## src/rtl/operand_fetch_stage_if.sv

```systemverilog
// ----------------------------------------------------------------------------
// operand_fetch_stage_if
//   Bundles every non-clock/reset signal of the operand fetch stage.
//   master : pipeline side (drives the ID instruction, register-file read data,
//            forwarding candidates and flush; observes stall and the ID/EX
//            register contents).
//   slave  : the operand fetch stage itself.
//
//   Signal summary:
//     id_*            decoded instruction presented by ID
//     rf_raddr0/1     register-file read addresses (copies of id_rs1/id_rs2)
//     rf_rdata0/1     register-file combinational read data
//     ex_alu_result   ALU result of the instruction held in the ex_* registers
//     mem_fwd_*       MEM-stage writeback candidate (load data included)
//     wb_fwd_*        WB-stage write (same values as register-file write port)
//     flush           branch/jump redirect, kills the ID instruction
//     stall_id        hold PC and IF/ID this cycle
//     ex_*            ID/EX pipeline register contents
// ----------------------------------------------------------------------------
interface operand_fetch_stage_if #(
  parameter int XLEN   = 32,
  parameter int REG_AW = 5
);
  logic              id_valid;
  logic [REG_AW-1:0] id_rs1;
  logic [REG_AW-1:0] id_rs2;
  logic              id_uses_rs1;
  logic              id_uses_rs2;
  logic [REG_AW-1:0] id_rd;
  logic              id_rd_we;
  logic              id_is_load;
  logic [XLEN-1:0]   id_imm;
  logic [XLEN-1:0]   id_pc;

  logic [REG_AW-1:0] rf_raddr0;
  logic [REG_AW-1:0] rf_raddr1;
  logic [XLEN-1:0]   rf_rdata0;
  logic [XLEN-1:0]   rf_rdata1;

  logic [XLEN-1:0]   ex_alu_result;

  logic              mem_fwd_valid;
  logic [REG_AW-1:0] mem_fwd_rd;
  logic [XLEN-1:0]   mem_fwd_data;

  logic              wb_fwd_valid;
  logic [REG_AW-1:0] wb_fwd_rd;
  logic [XLEN-1:0]   wb_fwd_data;

  logic              flush;
  logic              stall_id;

  logic              ex_valid;
  logic [XLEN-1:0]   ex_rs1_val;
  logic [XLEN-1:0]   ex_rs2_val;
  logic [REG_AW-1:0] ex_rd;
  logic              ex_rd_we;
  logic              ex_is_load;
  logic [XLEN-1:0]   ex_imm;
  logic [XLEN-1:0]   ex_pc;

  modport master (
    output id_valid, id_rs1, id_rs2, id_uses_rs1, id_uses_rs2, id_rd, id_rd_we,
           id_is_load, id_imm, id_pc,
    output rf_rdata0, rf_rdata1, ex_alu_result,
    output mem_fwd_valid, mem_fwd_rd, mem_fwd_data,
    output wb_fwd_valid, wb_fwd_rd, wb_fwd_data,
    output flush,
    input  rf_raddr0, rf_raddr1, stall_id,
    input  ex_valid, ex_rs1_val, ex_rs2_val, ex_rd, ex_rd_we, ex_is_load,
           ex_imm, ex_pc
  );

  modport slave (
    input  id_valid, id_rs1, id_rs2, id_uses_rs1, id_uses_rs2, id_rd, id_rd_we,
           id_is_load, id_imm, id_pc,
    input  rf_rdata0, rf_rdata1, ex_alu_result,
    input  mem_fwd_valid, mem_fwd_rd, mem_fwd_data,
    input  wb_fwd_valid, wb_fwd_rd, wb_fwd_data,
    input  flush,
    output rf_raddr0, rf_raddr1, stall_id,
    output ex_valid, ex_rs1_val, ex_rs2_val, ex_rd, ex_rd_we, ex_is_load,
           ex_imm, ex_pc
  );
endinterface

```

## src/rtl/operand_fetch_stage.sv

```systemverilog
// ----------------------------------------------------------------------------
// operand_fetch_stage
//   ID-to-EX boundary of the RV32I pipeline. Reads both register-file ports,
//   resolves RAW hazards by bypassing from EX, MEM and WB, detects load-use
//   hazards (one-cycle ID stall plus a bubble) and registers operands and
//   control into the ID/EX register.
//
//   Ports:
//     clk  : clock, all state updates on the rising edge
//     rst  : asynchronous active-high reset, clears the ID/EX register
//     bus  : operand_fetch_stage_if.slave (ID instruction, register-file read
//            port, forwarding sources, flush, stall and ID/EX outputs)
// ----------------------------------------------------------------------------
module operand_fetch_stage #(
  parameter int XLEN   = 32,
  parameter int REG_AW = 5
) (
  input  logic                  clk,
  input  logic                  rst,
  operand_fetch_stage_if.slave  bus
);

  // ID/EX pipeline register
  logic              r_ex_valid;
  logic [XLEN-1:0]   r_ex_rs1_val;
  logic [XLEN-1:0]   r_ex_rs2_val;
  logic [REG_AW-1:0] r_ex_rd;
  logic              r_ex_rd_we;
  logic              r_ex_is_load;
  logic [XLEN-1:0]   r_ex_imm;
  logic [XLEN-1:0]   r_ex_pc;

  logic              w_hazard;
  logic              w_ex_is_live_load;

  // The instruction in EX can only be bypassed once its ALU result exists,
  // i.e. when it is not a load; a load's data arrives one stage later.
  logic              w_ex_fwd_ok;
  assign w_ex_fwd_ok       = r_ex_valid & r_ex_rd_we & ~r_ex_is_load;
  assign w_ex_is_live_load = r_ex_valid & r_ex_is_load & r_ex_rd_we &
                             (r_ex_rd != '0);

  // One operand-select / hazard-detect slice per source register.
  genvar gi;
  generate
    for (gi = 0; gi < 2; gi++) begin : g_src
      logic [REG_AW-1:0] w_idx;
      logic              w_uses;
      logic [XLEN-1:0]   w_rf_data;
      logic [XLEN-1:0]   w_op_val;
      logic              w_load_dep;

      assign w_idx     = (gi == 0) ? bus.id_rs1      : bus.id_rs2;
      assign w_uses    = (gi == 0) ? bus.id_uses_rs1 : bus.id_uses_rs2;
      assign w_rf_data = (gi == 0) ? bus.rf_rdata0   : bus.rf_rdata1;

      // Youngest producer wins. Because x0 is tested first, a forwarding
      // source targeting x0 can never supply a value.
      always_comb begin
        w_op_val = w_rf_data;
        if (w_idx == '0) begin
          w_op_val = '0;
        end else if (w_ex_fwd_ok && (r_ex_rd == w_idx)) begin
          w_op_val = bus.ex_alu_result;
        end else if (bus.mem_fwd_valid && (bus.mem_fwd_rd == w_idx)) begin
          w_op_val = bus.mem_fwd_data;
        end else if (bus.wb_fwd_valid && (bus.wb_fwd_rd == w_idx)) begin
          // Register file only commits at the edge, so write through here.
          w_op_val = bus.wb_fwd_data;
        end
      end

      // Sources the instruction does not actually read never stall.
      assign w_load_dep = w_uses & (r_ex_rd == w_idx);
    end
  endgenerate

  assign w_hazard = bus.id_valid & w_ex_is_live_load &
                    (g_src[0].w_load_dep | g_src[1].w_load_dep);

  // A redirect must never be blocked by a stall on the instruction it kills.
  assign bus.stall_id  = w_hazard & ~bus.flush;
  assign bus.rf_raddr0 = bus.id_rs1;
  assign bus.rf_raddr1 = bus.id_rs2;

  always_ff @(posedge clk or posedge rst) begin
    if (rst) begin
      r_ex_valid   <= 1'b0;
      r_ex_rs1_val <= '0;
      r_ex_rs2_val <= '0;
      r_ex_rd      <= '0;
      r_ex_rd_we   <= 1'b0;
      r_ex_is_load <= 1'b0;
      r_ex_imm     <= '0;
      r_ex_pc      <= '0;
    end else if (bus.flush) begin
      // Payload fields hold; only validity matters downstream.
      r_ex_valid <= 1'b0;
    end else if (w_hazard) begin
      // Bubble: ID keeps the instruction and reissues it next cycle.
      r_ex_valid   <= 1'b0;
      r_ex_rd_we   <= 1'b0;
      r_ex_is_load <= 1'b0;
    end else begin
      r_ex_valid   <= bus.id_valid;
      r_ex_rd_we   <= bus.id_rd_we & bus.id_valid;
      r_ex_is_load <= bus.id_is_load;
      r_ex_rd      <= bus.id_rd;
      r_ex_imm     <= bus.id_imm;
      r_ex_pc      <= bus.id_pc;
      r_ex_rs1_val <= g_src[0].w_op_val;
      r_ex_rs2_val <= g_src[1].w_op_val;
    end
  end

  assign bus.ex_valid   = r_ex_valid;
  assign bus.ex_rs1_val = r_ex_rs1_val;
  assign bus.ex_rs2_val = r_ex_rs2_val;
  assign bus.ex_rd      = r_ex_rd;
  assign bus.ex_rd_we   = r_ex_rd_we;
  assign bus.ex_is_load = r_ex_is_load;
  assign bus.ex_imm     = r_ex_imm;
  assign bus.ex_pc      = r_ex_pc;

endmodule

```

## src/flat_wrapper.sv

```systemverilog
// flat-port wrapper written by rule: the top's interface ports become plain ports
module operand_fetch_stage_flat 
#(
  parameter int XLEN   = 32,
  parameter int REG_AW = 5
)
  (clk, rst, bus_id_valid, bus_id_rs1, bus_id_rs2, bus_id_uses_rs1, bus_id_uses_rs2, bus_id_rd, bus_id_rd_we, bus_id_is_load, bus_id_imm, bus_id_pc, bus_rf_rdata0, bus_rf_rdata1, bus_ex_alu_result, bus_mem_fwd_valid, bus_mem_fwd_rd, bus_mem_fwd_data, bus_wb_fwd_valid, bus_wb_fwd_rd, bus_wb_fwd_data, bus_flush, bus_rf_raddr0, bus_rf_raddr1, bus_stall_id, bus_ex_valid, bus_ex_rs1_val, bus_ex_rs2_val, bus_ex_rd, bus_ex_rd_we, bus_ex_is_load, bus_ex_imm, bus_ex_pc);
  operand_fetch_stage_if #(.XLEN(XLEN), .REG_AW(REG_AW)) bus_i ();
  input  logic clk;
  input  logic rst;
  input wire logic [$bits(bus_i.id_valid)-1:0] bus_id_valid;
  input wire logic [$bits(bus_i.id_rs1)-1:0] bus_id_rs1;
  input wire logic [$bits(bus_i.id_rs2)-1:0] bus_id_rs2;
  input wire logic [$bits(bus_i.id_uses_rs1)-1:0] bus_id_uses_rs1;
  input wire logic [$bits(bus_i.id_uses_rs2)-1:0] bus_id_uses_rs2;
  input wire logic [$bits(bus_i.id_rd)-1:0] bus_id_rd;
  input wire logic [$bits(bus_i.id_rd_we)-1:0] bus_id_rd_we;
  input wire logic [$bits(bus_i.id_is_load)-1:0] bus_id_is_load;
  input wire logic [$bits(bus_i.id_imm)-1:0] bus_id_imm;
  input wire logic [$bits(bus_i.id_pc)-1:0] bus_id_pc;
  input wire logic [$bits(bus_i.rf_rdata0)-1:0] bus_rf_rdata0;
  input wire logic [$bits(bus_i.rf_rdata1)-1:0] bus_rf_rdata1;
  input wire logic [$bits(bus_i.ex_alu_result)-1:0] bus_ex_alu_result;
  input wire logic [$bits(bus_i.mem_fwd_valid)-1:0] bus_mem_fwd_valid;
  input wire logic [$bits(bus_i.mem_fwd_rd)-1:0] bus_mem_fwd_rd;
  input wire logic [$bits(bus_i.mem_fwd_data)-1:0] bus_mem_fwd_data;
  input wire logic [$bits(bus_i.wb_fwd_valid)-1:0] bus_wb_fwd_valid;
  input wire logic [$bits(bus_i.wb_fwd_rd)-1:0] bus_wb_fwd_rd;
  input wire logic [$bits(bus_i.wb_fwd_data)-1:0] bus_wb_fwd_data;
  input wire logic [$bits(bus_i.flush)-1:0] bus_flush;
  output wire logic [$bits(bus_i.rf_raddr0)-1:0] bus_rf_raddr0;
  output wire logic [$bits(bus_i.rf_raddr1)-1:0] bus_rf_raddr1;
  output wire logic [$bits(bus_i.stall_id)-1:0] bus_stall_id;
  output wire logic [$bits(bus_i.ex_valid)-1:0] bus_ex_valid;
  output wire logic [$bits(bus_i.ex_rs1_val)-1:0] bus_ex_rs1_val;
  output wire logic [$bits(bus_i.ex_rs2_val)-1:0] bus_ex_rs2_val;
  output wire logic [$bits(bus_i.ex_rd)-1:0] bus_ex_rd;
  output wire logic [$bits(bus_i.ex_rd_we)-1:0] bus_ex_rd_we;
  output wire logic [$bits(bus_i.ex_is_load)-1:0] bus_ex_is_load;
  output wire logic [$bits(bus_i.ex_imm)-1:0] bus_ex_imm;
  output wire logic [$bits(bus_i.ex_pc)-1:0] bus_ex_pc;
  assign bus_i.id_valid = bus_id_valid;
  assign bus_i.id_rs1 = bus_id_rs1;
  assign bus_i.id_rs2 = bus_id_rs2;
  assign bus_i.id_uses_rs1 = bus_id_uses_rs1;
  assign bus_i.id_uses_rs2 = bus_id_uses_rs2;
  assign bus_i.id_rd = bus_id_rd;
  assign bus_i.id_rd_we = bus_id_rd_we;
  assign bus_i.id_is_load = bus_id_is_load;
  assign bus_i.id_imm = bus_id_imm;
  assign bus_i.id_pc = bus_id_pc;
  assign bus_i.rf_rdata0 = bus_rf_rdata0;
  assign bus_i.rf_rdata1 = bus_rf_rdata1;
  assign bus_i.ex_alu_result = bus_ex_alu_result;
  assign bus_i.mem_fwd_valid = bus_mem_fwd_valid;
  assign bus_i.mem_fwd_rd = bus_mem_fwd_rd;
  assign bus_i.mem_fwd_data = bus_mem_fwd_data;
  assign bus_i.wb_fwd_valid = bus_wb_fwd_valid;
  assign bus_i.wb_fwd_rd = bus_wb_fwd_rd;
  assign bus_i.wb_fwd_data = bus_wb_fwd_data;
  assign bus_i.flush = bus_flush;
  assign bus_rf_raddr0 = bus_i.rf_raddr0;
  assign bus_rf_raddr1 = bus_i.rf_raddr1;
  assign bus_stall_id = bus_i.stall_id;
  assign bus_ex_valid = bus_i.ex_valid;
  assign bus_ex_rs1_val = bus_i.ex_rs1_val;
  assign bus_ex_rs2_val = bus_i.ex_rs2_val;
  assign bus_ex_rd = bus_i.ex_rd;
  assign bus_ex_rd_we = bus_i.ex_rd_we;
  assign bus_ex_is_load = bus_i.ex_is_load;
  assign bus_ex_imm = bus_i.ex_imm;
  assign bus_ex_pc = bus_i.ex_pc;
  operand_fetch_stage #(.XLEN(XLEN), .REG_AW(REG_AW)) u_core (.clk(clk), .rst(rst), .bus(bus_i));
endmodule
```

## config.mk

```make
export PLATFORM = sky130hd
export DESIGN_NAME = operand_fetch_stage_flat
export DESIGN_NICKNAME = d
export VERILOG_FILES = /design/src/rtl/operand_fetch_stage_if.sv /design/src/rtl/operand_fetch_stage.sv /design/src/flat_wrapper.sv
export SDC_FILE = /design/constraint.sdc
export NUM_CORES = 1
export LEC_CHECK = 0
export CORE_AREA = 2 2 157 159
export DETAILED_ROUTE_END_ITERATION = 10
export DIE_AREA = 0 0 159 161
export PLACE_DENSITY = 0.69
export SYNTH_ARGS = -nofsm -noshare
export SYNTH_HDL_FRONTEND = slang
export SYNTH_SLANG_ARGS = --single-unit
```

## constraint.sdc

```tcl
create_clock -name clk -period 12.5 [get_ports clk]
set_clock_uncertainty 0.2 [all_clocks]
set_input_delay 1.25 -clock clk [delete_from_list [all_inputs] [get_ports clk]]
set_output_delay 1.25 -clock clk [all_outputs]
set_load 0.05 [all_outputs]
```

==> impl_metrics.tcl, run 1 <==
set metrics [dict create \
    initial_core_util 0.330 \
    cp-end-kind "output port" \
    fin_tns_setup_ns 0 \
    cts-root-buf "clkbuf_16" \
    wirelength_mm 36.3 \
    finalSetupViolCount 0 \
    layout-drive-gt1-share 0.106 \
    min_from "u_core.bus.ex_imm[2]$_DFFE_PP0P_" \
    grt_pass1_wl_mm 54.7 \
    power_density_nw_per_um2 121 \
    switchingPower_mw 0.562 \
    antenna_found_initial 2 \
    area_delta_synth_final_pct 60.0 \
    vias 8719 \
    post-route-util 0.528 \
    drc 0 \
    post_cts_resized 0 \
    r2r_end "u_core.bus.ex_pc[22]$_DFFE_PP0P_" \
    grt_pass1_vias 8847 \
    die_width_um 159 \
    hold_path_depth 1 \
    multiInputGateArea_um2 4050 \
    avgSynthCellArea_um2 9.85 \
    p_int_mw 0.973 \
    synthArstFlopShare 1.00 \
    cp-start-kind "input pin" \
    worstMarginPinSlew_ns 0.985 \
    rsz0062_at_grt "no" \
    firstDrtPassIters 5 \
    crit_fanout 35 \
    seq_area_um2 3400 \
    leakagePower_nw 4.90 \
    yosys_warnings 0 \
    cp-startpoint "bus_id_rs1[4]" \
    synth-seq-cells 136 \
    total_power_mw 1.53 \
    vias_per_cell 5.90 \
    cp_top_family "buffers and inverters" \
    synthesis.nets 1061 \
    crit_chain "clkdlybuf4s50_1, xor2_1, nor3_1, nand3_2, a21oi_1, clkdlybuf4s50_1" \
    min_period_over_period 0.480 \
    hold_buffers 0 \
    power.share.combinational 0.330 \
    slew_violations 0 \
    status "finished, final reports clean" \
    path_clk_slew_ns 0.07 \
    cp_slowest_cell "clkdlybuf4s50_1" \
    final_cell_mix "403 x clkdlybuf4s50_1, 136 x dfrtp_1, 98 x nor2_1, 67 x nand4_1, 64 x o31ai_1" \
    post-place-ws_ns 6.51 \
    synth_cell_types 34 \
    hpwl_mm 24.8 \
    crit_type "in -> out" \
    synthesis.instances 802 \
    ant_nets 0 \
    layout_commonest_cell "clkdlybuf4s50_1" \
    die-area_um2 25600 \
    fill_cells 2206 \
    coreArea_um2 24000 \
    clock_path_buffers 2 \
    post_drt_wl_per_cell_um 24.5 \
    crit_required_ns 11.05 \
    timing.rr.start "u_core.bus.ex_rd[2]$_DFFE_PP0P_" \
    clock_power_share 0.334 \
    critical_path.max_stage_delay_ns 0.87 \
    grt_use_total 0.277 \
    synth-seq-area-share 0.431 \
    rows 57 \
    p_seq_frac 0.336 \
    hold_path_class "reg -> reg" \
    drt-initial-drc-count 713 \
    final_nets 1398 \
    hold_violations 0 \
    port_buffers 405 \
    place_congestion 0.929 \
    synth-edff-count 0 \
    grt_max_degree 95 \
    relSlewSlack 0.343 \
    fmax_mhz 167 \
    numCtsBuffers 17 \
    hold_end "u_core.bus.ex_imm[2]$_DFFE_PP0P_" \
    synthFlopType "dfrtp_1" \
    postCtsSetupBuffers 0 \
    max_cap_violations 0 \
    synth.cell_area_um2 7900 \
    die_h_um 161 \
    htreeDepth 4 \
    r2r_slack_ns 8.50 \
    fin_crit_ns 6.00 \
    setup_slack_ns 6.50 \
    cts.sinks 136 \
    io_pins 406 \
    worstPathArrival_ns 4.55 \
    clk_latency_ns 0.42 \
    ir_drop_uv 72.1 \
    path_common_cell "clkdlybuf4s50_1" \
    cts_tree "yes" \
    globalRoute.totalOverflow 0 \
    path_buf_inv 2 \
    p_sw_frac 0.366 \
    r2r_cells 7 \
]
## logic make-up after synthesis
| group | Yosys count | synth area share |
|---|---|---|
| flops | 136 | 0.431 |
| xor+xnor | 30 | 0.0333 |
| compound gates | 199 | 0.204 |
| mux | 69 | 0.0983 |
| buf+inv | 109 | 0.0632 |
| simple gates | 259 | 0.170 |
## through the flow
step	instance area, um^2	hold WS (ns)	cells
floorplan	7900	0.618	802
global placement	12100	0.267	1444
detailed placement	12100	0.274	1444
CTS	12600	0.289	1476
global route	12600	0.316	1478
finish	12600	0.287	1478
## routing by layer
metal / wire length, um / share of wire / track usage
met5: 0 / 0 / 0
met2: 17200 / 0.48 / 0.452
met4: 1220 / 0.034 / 0.113
met1: 14200 / 0.39 / 0.353
met3: 3590 / 0.099 / 0.0704
## how the worst max path moves through the flow
stage | endpoint | cells past startpoint
3_5_place_dp | bus_stall_id | 6
2_1_floorplan | u_core.bus.ex_imm[0]$_DFFE_PP0P_ | 1
5_1_grt | bus_stall_id | 6
4_1_cts | bus_stall_id | 6
6_report | bus_stall_id | 6
3_3_place_gp | bus_stall_id | 6
## cell usage after synthesis (2+ instances only)
cell / number / area, um^2
dfrtp_1: 136 / 3400
nor2_1: 99 / 372
clkbuf_1: 82 / 308
nand4_1: 67 / 419
o31ai_1: 64 / 480
o311ai_0: 59 / 517
mux2_2: 57 / 642
nand3_1: 35 / 175
and3_1: 33 / 206
a211oi_1: 32 / 240
a221oi_1: 32 / 280
xor2_1: 22 / 193
mux2_1: 12 / 135
buf_4: 10 / 75.1
xnor2_1: 8 / 70.1
buf_1: 7 / 26.3
buf_6: 7 / 78.8
nor3_1: 6 / 30.0
and2_1: 5 / 31.3
o311ai_1: 5 / 43.8
nand2_1: 4 / 15.0
a21oi_1: 3 / 15.0
inv_1: 3 / 11.3
and4b_1: 2 / 20.0
nor4_1: 2 / 12.5
o211a_1: 2 / 20.0
## worst reg2reg max path, stage by stage, from the launching register on
cell and delay, ns:
dfrtp_1 0.46, or4_1 0.56, o211a_1 0.26, and3_4 0.18, buf_4 0.32, nor3_4 0.70
buf_4 0.72, mux2_2 0.47
## state kept, by name, summed over array words and instances (netlist names)
signal / cells
u_core.bus.ex_imm: 32
u_core.bus.ex_pc: 32
u_core.bus.ex_rs1_val: 32
u_core.bus.ex_rs2_val: 32
u_core.bus.ex_rd: 5
u_core.bus.ex_is_load: 1
u_core.bus.ex_rd_we: 1
u_core.bus.ex_valid: 1
## power by group through the flow
stage	Combinational (mW)	Clock, mW	Sequential (mW)
2_1_floorplan	0.113	0	0.681
3_3_place_gp	0.502	0	0.521
3_5_place_dp	0.505	0	0.523
4_1_cts	0.507	0.521	0.515
5_1_grt	0.526	0.538	0.520
6_report	0.506	0.513	0.515
## layout make-up
class / count / area share
tap: 324 / 0.0321
multi-input combinational: 557 / 0.320
clock buffer: 17 / 0.0337
timing repair buffer: 424 / 0.331
sequential: 136 / 0.269
clock inverter: 15 / 0.0122
antenna: 2 / 0.000396
inverter: 3 / 0.00129
Note: power is estimated with default switching activity, not from simulation.
==> inputs of run 2 (changes only) <==
Settings changed: CORE_AREA 2 2 157 159 to 2 2 159 161, DIE_AREA 0 0 159 161 to 0 0 161 163, PLACE_DENSITY 0.69 to 0.7.
Clock period 12.5 ns to 5.35 ns, I/O delays scaled along.
==> run 2 against run 1 <==
Power up 130%. First-iteration DRC count increased by 12%. Die area increased by 2.5%. Sequential share of layout area down 0.064 points. Combinational power increased by 130%. Worst hold slack lost 0.0025 ns. Count of clock-buffer cells in the layout increased by 1. Final area is 0.24% higher. Final cell count grew 0.27%. Wire length shrank 0.87%. Critical path depth rose by 1. Largest power group is now the clock network.
==> impl_metrics.tcl, run 2 (same netlist as run 1, synthesis figures left out) <==
set metrics [dict create \
    slew_violations 0 \
    area_delta_synth_final_pct 60.4 \
    fin_crit_ns 3.92 \
    path_common_cell "clkdlybuf4s50_1" \
    cp-start-kind "input pin" \
    layout_commonest_cell "clkdlybuf4s50_1" \
    ant_nets 0 \
    clock_path_buffers 2 \
    hold_path_depth 1 \
    crit_chain "clkdlybuf4s50_1, xor2_1, nor3_1, nand3_2, buf_4, a21oi_1, clkdlybuf4s50_1" \
    min_period_over_period 0.732 \
    r2r_slack_ns 2.21 \
    fill_cells 2228 \
    critical_path.max_stage_delay_ns 0.84 \
    finalSetupViolCount 0 \
    firstDrtPassIters 5 \
    cp_slowest_cell "clkdlybuf4s50_1" \
    power_density_nw_per_um2 283 \
    ir_drop_uv 161 \
    rows 58 \
    globalRoute.totalOverflow 0 \
    die_width_um 161 \
    io_pins 406 \
    antenna_found_initial 3 \
    relSlewSlack 0.359 \
    die_h_um 163 \
    crit_fanout 35 \
    timing.rr.start "u_core.bus.ex_rd[1]$_DFFE_PP0P_" \
    crit_type "in -> out" \
    final_cell_mix "403 x clkdlybuf4s50_1, 136 x dfrtp_1, 98 x nor2_1, 67 x nand4_1, 64 x o31ai_1" \
    coreArea_um2 24700 \
    cp-startpoint "bus_id_rs1[4]" \
    leakagePower_nw 4.90 \
    setup_slack_ns 1.43 \
    cts-root-buf "clkbuf_16" \
    grt_pass1_vias 8995 \
    vias_per_cell 5.94 \
    hold_buffers 0 \
    drc 0 \
    clk_latency_ns 0.42 \
    crit_end "bus_stall_id" \
    die-area_um2 26200 \
    cts_tree "yes" \
    fin_tns_setup_ns 0 \
    grt_max_degree 98 \
    vias 8808 \
    cts.sinks 136 \
    htreeDepth 4 \
    fmax_mhz 255 \
    grt_pass1_wl_mm 54.3 \
    hold_path_class "reg -> reg" \
    post-place-ws_ns 1.35 \
    layout-drive-gt1-share 0.108 \
    worstMarginPinSlew_ns 0.961 \
    hold_violations 0 \
    max_cap_violations 0 \
    status "finished, final reports clean" \
    place_congestion 0.945 \
    whs_ns 0.284 \
    worst-path-stages 7 \
    port_buffers 405 \
    worstPathArrival_ns 3.18 \
    post_drt_wl_per_cell_um 24.3 \
    postCtsSetupBuffers 0 \
    drt-initial-drc-count 800 \
    cp_top_family "buffers and inverters" \
    wirelength_mm 35.9 \
    r2r_cells 6 \
    numCtsBuffers 17 \
    post_cts_resized 0 \
    cp-end-kind "output port" \
    rsz0062_at_grt "no" \
    r2r_end "u_core.bus.ex_imm[21]$_DFFE_PP0P_" \
    grt_use_total 0.269 \
    initial_core_util 0.320 \
    path_buf_inv 3 \
    hpwl_mm 24.3 \
    crit_required_ns 4.62 \
    path_clk_slew_ns 0.07 \
    final_nets 1397 \
]
[run 2: cell count changes in the layout (fill, tap and decap cells not counted), sizes merged]
cell	previous run	this run
clkbuf	17	18
clkinv	3	4
buf	21	20
inv	12	10
diode	2	1
[run 2: through the flow]
| step | instances | instance area [um^2] | total power, mW | utilization |
|---|---|---|---|---|
| final | 1482 | 12700 | 3.59 | 0.514 |
| after CTS | 1481 | 12700 | 3.61 | 0.513 |
| after global placement | 1449 | 12100 | 2.39 | 0.489 |
| after floorplan | 802 | 7900 | 1.85 | - |
| after detailed placement | 1449 | 12100 | 2.40 | 0.489 |
| after global routing | 1482 | 12700 | 3.72 | 0.514 |
[run 2: layout make-up]
| class | count | area (um^2) | share of cell area |
|---|---|---|---|
| clock inverter | 14 | 156 | 0.0123 |
| antenna | 1 | 2.50 | 0.000197 |
| sequential | 136 | 3400 | 0.269 |
| inverter | 3 | 16.3 | 0.00128 |
| tap | 330 | 413 | 0.0326 |
| multi-input combinational | 557 | 4050 | 0.320 |
| timing repair buffer | 423 | 4190 | 0.331 |
| clock buffer | 18 | 439 | 0.0347 |
[run 2: worst reg2reg max path: cells and delay by family, from the launching register on]
family	cells	cell delay, ns
flip-flops	1	0.46
AND/OR/NAND/NOR	3	1.29
multiplexers	1	0.47
buffers and inverters	1	0.35
AO/OA/AOI/OAI	1	0.26
[run 2: worst min path at each step]
| stage | start | to | slack (ns) |
|---|---|---|---|
| after global placement | u_core.bus.ex_imm[6]$_DFFE_PP0P_ | u_core.bus.ex_imm[6]$_DFFE_PP0P_ | 0.27 |
| after floorplan | bus_id_valid | u_core.bus.ex_valid$_DFF_PP0_ | 0.46 |
| after global routing | u_core.bus.ex_pc[19]$_DFFE_PP0P_ | u_core.bus.ex_pc[19]$_DFFE_PP0P_ | 0.31 |
| after detailed placement | u_core.bus.ex_imm[6]$_DFFE_PP0P_ | u_core.bus.ex_imm[6]$_DFFE_PP0P_ | 0.27 |
| after CTS | u_core.bus.ex_imm[6]$_DFFE_PP0P_ | u_core.bus.ex_imm[6]$_DFFE_PP0P_ | 0.29 |
| final | u_core.bus.ex_imm[6]$_DFFE_PP0P_ | u_core.bus.ex_imm[6]$_DFFE_PP0P_ | 0.28 |
[run 2: metal layers]
| metal | GRT usage | wire, um |
|---|---|---|
| met5 | 0 | 30 |
| met4 | 0.111 | 1350 |
| met3 | 0.0685 | 3640 |
| met2 | 0.450 | 17100 |
| met1 | 0.331 | 13800 |
[run 2: power breakdown]
group	switching (mW)	internal, mW
clock network	0.531	0.675
logic	0.701	0.479
registers	0.0692	1.13
